[src/rtl/hazard_scoreboard.sv]
// hazard_scoreboard: in-flight destination tracker giving ID stall/bubble/forward selects; define HAZARD_FWD_EN to enable forwarding
module hazard_scoreboard #(
  parameter int REG_ADDR_W = 5,
  parameter int STAGES = 3,
  parameter int LOAD_LAT = 1,
  parameter int CNT_W = 16,
  localparam int SEL_W = $clog2(STAGES + 1)
) (
  input  logic                  clk,
  input  logic                  reset,
  input  logic                  ext_hold,
  input  logic                  flush,
  input  logic                  id_valid,
  input  logic [REG_ADDR_W-1:0] id_rs,
  input  logic [REG_ADDR_W-1:0] id_rt,
  input  logic                  id_use_rs,
  input  logic                  id_use_rt,
  input  logic                  id_wr_en,
  input  logic [REG_ADDR_W-1:0] id_rd,
  input  logic                  id_is_load,
  output logic                  stall_if,
  output logic                  bubble_ex,
  output logic [SEL_W-1:0]      fwd_rs_sel,
  output logic [SEL_W-1:0]      fwd_rt_sel,
  output logic [CNT_W-1:0]      stall_cnt
);
  typedef struct packed {
    logic                  valid;
    logic                  wr_en;
    logic [REG_ADDR_W-1:0] rd;
    logic                  is_load;
  } slot_t;
  slot_t [STAGES-1:0] slot_q, slot_d;
  slot_t issue;
  logic [CNT_W-1:0] cnt_q, cnt_d;
  logic [1:0][REG_ADDR_W-1:0] src;
  logic [1:0] use_src, src_haz;
  logic [1:0][SEL_W-1:0] src_sel;
  logic hazard;
  assign src = {id_rt, id_rs};
  assign use_src = {id_use_rt, id_use_rs};
  // descending scan so the youngest (lowest) matching slot wins
  always_comb begin
    src_haz = '0;
    src_sel = '0;
    for (int s = 0; s < 2; s++)
      for (int k = STAGES - 1; k >= 0; k--)
        if (slot_q[k].valid && slot_q[k].wr_en && slot_q[k].rd != '0 &&
            slot_q[k].rd == src[s] && use_src[s]) begin
`ifdef HAZARD_FWD_EN
          src_haz[s] = slot_q[k].is_load && k < LOAD_LAT;
          src_sel[s] = SEL_W'(k + 1);
`else
          src_haz[s] = (slot_q[k].is_load && k < LOAD_LAT) || k < STAGES - 1;
`endif
        end
  end
  assign hazard = id_valid && !flush && |src_haz;
  assign stall_if = hazard && !ext_hold;
  assign bubble_ex = (hazard || flush) && !ext_hold;
  assign fwd_rs_sel = (hazard || ext_hold) ? '0 : src_sel[0];
  assign fwd_rt_sel = (hazard || ext_hold) ? '0 : src_sel[1];
  assign stall_cnt = cnt_q;
  assign issue = slot_t'{valid: id_valid && !flush && !hazard, wr_en: id_wr_en, rd: id_rd, is_load: id_is_load};
  assign slot_d = {slot_q[STAGES-2:0], issue};
  assign cnt_d = (stall_if && !(&cnt_q)) ? cnt_q + CNT_W'(1) : cnt_q;
  always_ff @(posedge clk or negedge reset) begin
    if (!reset) begin
      slot_q <= '0;
      cnt_q <= '0;
    end else if (!ext_hold) begin
      slot_q <= slot_d;
      cnt_q <= cnt_d;
    end
  end
endmodule

[config.mk]
export PLATFORM = sky130hd
export DESIGN_NAME = hazard_scoreboard
export DESIGN_NICKNAME = d
export VERILOG_FILES = /design/src/rtl/hazard_scoreboard.sv
export SDC_FILE = /design/constraint.sdc
export NUM_CORES = 1
export LEC_CHECK = 0
export ABC_AREA = 1
export CAP_MARGIN = 10
export CORE_ASPECT_RATIO = 0.6
export CORE_UTILIZATION = 27
export DETAILED_ROUTE_END_ITERATION = 16
export GPL_TIMING_DRIVEN = 0
export SYNTH_ARGS = -nofsm -noshare
export SYNTH_HDL_FRONTEND = slang
export SYNTH_SLANG_ARGS = --single-unit
[constraint.sdc]
create_clock -name clk -period 2.4 [get_ports clk]
set_input_delay 0.24 -clock clk [delete_from_list [all_inputs] [get_ports clk]]
set_output_delay 0.24 -clock clk [all_outputs]
set_load 0.02 [all_outputs]
== After elaboration in Yosys (flattened, before gate mapping) ==
Cells that the tools add are included.

* Input port bits: 24
* Flip-flop bits (word level): 30
* Output and inout bits: 22
* Word-level logic and storage cells: 45

* $add $sub $neg: 1
* Multiplexer cells: 4
* Bitwise gates (word level): 1
* Equal/unequal tests: 4
* Reductions and logical operators: 28

{| class="wikitable"
|+ Operators by type and width
! operator !! number
|-
| 5-bit equality test || 4
|-
| 1-bit logical AND || 18
|-
| 16-bit by 1-bit adder with 16-bit output, second input constant || 1
|-
| 16-bit AND reduction || 1
|-
| 5-bit nonzero test || 2
|-
| 1-bit zero test || 4
|-
| 1-bit two-way mux || 4
|-
| 2-bit AND reduction || 1
|-
| 2-bit OR reduction || 1
|-
| 1-bit logical OR || 1
|-
| 1-bit NOT || 1
|}

== Depth between registers and ports, before layout ==
* Word-level depth: 11
* Depth in mapped cells: 14
* Gate-level depth less buffers: 13

== Worst setup path after synthesis ==
OpenSTA, ideal clock, no wires.

* Path kind: register -> register
* From: register cnt_q[0] (netlist: stall_cnt[0])
* To: register cnt_q[7] (netlist: stall_cnt[7])
* Path buffers: 1
* Setup slack: 0.683 ns
* Cell stages (with the launch flop): 8
* Arrival time: 1.601 ns
* Data required time: 2.284 ns
* Period minus slack after synthesis: 1.717 ns
* Library setup time: 0.116 ns
* Cells stage by stage: dfrtp_1 -> ha_1 -> nand3_2 -> nor4_4 -> nand3_4 -> buf_2 -> nand4_1 -> nand2_2

* Longest elaborated chain between the ends: 4

{| class="wikitable"
|+ RTL lines
! item !! RTL line !! source
|-
| start, declared || 35 || <nowiki>logic [CNT_W-1:0] cnt_q, cnt_d;</nowiki>
|-
| start signal, assigned || 73 || <nowiki>cnt_q <= cnt_d;</nowiki>
|-
| parallel branches: the longest is 4 deep, another holds 16-bit by 1-bit adder with 16-bit output || n/a ||
|}

Parallel ways; which one is timed is not known.
A chain may end at the register's enable or synchronous reset.

== Worst setup path in the final report ==
* From: register slot_q, in the netlist slot_d[12]
* To: output port bubble_ex

* Longest elaborated chain between the ends: 9

{| class="wikitable"
|+ RTL lines
! item !! RTL line !! source
|-
| start, declared || 33 || <nowiki>slot_t [STAGES-1:0] slot_q, slot_d;</nowiki>
|-
| start signal, assigned || 72 || <nowiki>slot_q <= slot_d;</nowiki>
|-
| 5-bit nonzero test || 48 || <nowiki>if (slot_q[k].valid && slot_q[k].wr_en && slot_q[k].rd != '0 &&</nowiki>
|-
| 1-bit logical AND (2 in a row) || 48 ||
|-
| 1-bit logical AND || 49 || <nowiki>slot_q[k].rd == src[s] && use_src[s]) begin</nowiki>
|-
| 1-bit two-way mux || 48 ||
|-
| 2-bit OR reduction (*) || 58 || <nowiki>assign hazard = id_valid && !flush && |src_haz;</nowiki>
|-
| 1-bit logical AND (*) || 58 ||
|-
| 1-bit logical OR (*) || 60 || <nowiki>assign bubble_ex = (hazard || flush) && !ext_hold;</nowiki>
|-
| 1-bit logical AND (*) || 60 ||
|-
| end, declared || 22 || <nowiki>output logic bubble_ex,</nowiki>
|}

Mark *: on every way between the ends. The rest lies on a longest branch, timed or not.

==> results.md <==
* Status: finished, final reports clean
* Placed Cells at just over 400
* Layout cells sized above 1 at 14.92%
* Main combinational cell family by area after synthesis: simple AND/OR/NAND/NOR gates
* Maximum buffer depth of the clock tree at 2
* Critical Path End Type: primary output
* Final Cell Area at between 2000 and 3000 sq um
* I/O pins at 46
* DP Area at roughly 2600 sq um
* Die Wd at 114.1 microns
* Endpoints failing setup at 0
* Leak at 0.001266 uW
* Avg Synthesized Cell Area at just under 8 sq um
* Top cells by area, synth: dfrtp_1 (37%), nand2_1 (13%), nand2_2 (6.1%)
* Max incr delay on CP at roughly 0.43 ns
* Compound-Gate Fraction of Synth Area at ~3.7%
* Via density at ~4.3
* Core Rows at 24
* CP max FO at 10
* Pin count of the biggest net entering global routing at 31
* # Max-Cap Violations at 0
* Hold Crit Class: input pin to async pin
* Die area at ~7900 sq um
* Mapped Cells at 265
* First-pass GRT wire length at approximately 8.7 mm
* Yosys Warn Count at 0
* Post-Synth XOR/XNOR Area at around 11%
* Clock Pin Slew Worst Setup and Hold Paths at 0.06 ns
* Fin crit share at between 90% and 100%
* Root buf cell: clkbuf_16
* Antenna diodes at 0
* Post-synthesis mux area share at 0%
* CP dominant cell by count: nand2_1
* Share of the synthesized area in the top cell type at between 30% and 40%
* Largest area contributor in the netlist: dfrtp_1
* Routed len/inst at approximately 12 microns
* Period minus WS final at approximately 2.2 ns
* DP HPWL at just under 4 mm
* Worst rel slew slack at 54.06%
* TritonCTS clock tree: built
* Sequential area share after synthesis at around 37%
* Final hold vios at 0
* Post-Synth Adder-Cell Area at less than 1%
* Layout Nets at roughly 340
* Count of cell types in the netlist at 29
* GR Util All Layers at roughly 14%
* DR iter-0 viols at 108
* CP max-delay cell: dfrtp_1
* Vias in the first global route at about 1700
* Crit-path cells: inv_1 -> nand2_1 -> o21ai_0 -> nor2_1 -> nand3_1 -> nand2_2 -> nand2_4 -> nand2_8 -> nand2_1 -> a21oi_1 -> clkdlybuf4s15_1
* # fillers at around 760
* Final setup TNS at 0 ns
* Cell Area, Synth at between 2000 and 2500 sq um
* Max-slew violation count at 0
* H-tree depth at 2
* Routed WL at ~5 mm
* RSZ-0062 raised after global routing: false
* Latest clock arrival within the worst-skew pair at 0.28 ns
* Critical Path AT at 1.96 ns
* Routability cong. at about 0.84
* Port Buffers at 39
* Post-Layout Cell Count at 419
* Pwr Density at 577.2 nW/um^2
* Synth Area in Simple Gates at between 30 and 40%
* Via count at 1792
* Initial antenna violation count at 0
* CTS buffer count at 5
* Worst Tran Pin Value at a little under 0.7 ns
* Core ar. at roughly 7300 sq um
* DIE HEIGHT at ~70 microns
* #FFs+latches synth at 30
* Initial Util at between 20% and 30%
* CTS sink cnt at 30
* Synthesis-to-layout area growth at 35.59%
* Pre-antenna DRT Iters at 4
* Grt ovf at 0
* Peak VDD IR at approximately 0.32 mV
* Skew final at between 0.007 and 0.008 ns
* WHS at about 0.0033 ns
* Post-CTS Hold Buffers at 0
* Post-route DRC at 0
* ANT nets after route at 0
* Worst setup SP type: flip-flop
* Max Clock Freq at about 460 MHz
* Critical path class: flip-flop to primary output
* Req. time, crit path at roughly 2.2 ns
## final cells by class
class                      instances  area, sq um  area share, %
sequential                        30        750.7          27.20
tap                              104        130.1          4.714
timing repair buffer              39        384.1          13.92
inverter                          25        93.84          3.400
clock buffer                       6        138.9          5.032
clock inverter                     2        60.06          2.176
buffer                            11        78.83          2.856
multi-input combinational        202         1124          40.71
## kinds of logic after synthesis
logic type,Yosys count
AOI/OAI and AO/OA,15
xor gates and xnor gates,26
adders and majority gates,1
buffers and inverters,36
DFF,30
other,1
and+or+nand+nor,156
## worst max-delay path: cells and delay by family (launching register included)
| kind | cells | cell delay [ns] |
|---|---|---|
| AOI/OAI and AO/OA | 2 | 0.19 |
| and+or+nand+nor | 7 | 0.59 |
| buffers and inverters | 2 | 0.46 |
| DFF | 1 | 0.43 |
## synthesized netlist by cell type
cell type  count
nor4_1         1
nand3b_1       2
clkinv_1       2
nand2_1       71
nand2_8        1
nor3_4         1
buf_12         1
conb_1         1
a21oi_1        1
clkbuf_1       2
nand3_2        1
buf_1          1
buf_4          5
nand3_1       12
ha_1           1
nor4_4         1
inv_2          3
buf_2          2
o21ai_0       14
xnor2_1       12
nand2_4        1
nand4_1       16
nand2_2       20
inv_1         20
nor3_1         4
dfrtp_1       30
nand3_4        2
nor2_1        23
xor2_1        14
## power breakdown
part,leakage (uW),switching [uW],internal [uW]
clock,0.0000971,227,623
combinational,0.000772,96.4,84.6
sequential,0.000397,31.0,531
total,0.00127,355,1240
## final timing paths
kind	start	end	slack, ns	cells past startpoint
setup / recovery	slot_d[12]$_DFFE_PN0N_	bubble_ex	0.20	11
hold / removal	reset	slot_d[12]$_DFFE_PN0N_	0.003	1
setup reg to reg	stall_cnt[0]$_DFFE_PN0P_	stall_cnt[11]$_DFFE_PN0P_	0.58	7
hold reg to reg	slot_d[23]$_DFFE_PN0N_	slot_d[23]$_DFFE_PN0N_	0.49	2
max in group asynchronous	reset	stall_cnt[5]$_DFFE_PN0P_	1.94	1
min in group clk	ext_hold	slot_d[23]$_DFFE_PN0N_	0.33	2
## per-layer routing
layer  wire length, microns  part of all wire [%]  vias to the layer above  GRT usage [%]
met5                      0                     0                        -              0
met4                     60                   1.2                        0          3.896
met3                    267                   5.3                        5          3.846
met2                   1966                    39                       45          19.39
met1                   2751                    55                      805          21.89
li1                       -                     -                      937              -
## flip-flops by register name, indices dropped and copies added, names as in the netlist
signal,cells
stall_cnt,16
slot_d,14
## metrics by stage
step                setup WS (ns)  total power, uW  utilization, %
CTS                        0.1601             1607           37.96
global placement         -0.06959            752.2           35.33
floorplan                  0.6828            668.3               -
finish                     0.2026             1593           37.98
detailed placement       -0.08615            754.2           35.26
global route              0.01772             1661           37.98
## layout by cell type, fill, tap and decap left out, drive strengths merged
master          n
a21oi           1
buf            10
bufinv          2
clkbuf          8
clkdlybuf4s15   1
clkdlybuf4s50  36
clkinv          2
conb            4
dfrtp          30
dlygate4sd2     1
ha              1
inv            23
nand2          93
nand3          15
nand3b          2
nand4          16
nor2           23
nor3            5
nor4            2
o21ai          14
xnor2          12
xor2           14
## repair_timing
| item | CTS | global route |
|---|---|---|
| buffers inserted | 0 | 0 |
| endpoints found under the setup margin | 2 | 1 |
| gates resized for setup | 2 | 1 |
Note: power is estimated with default switching activity, not from simulation.
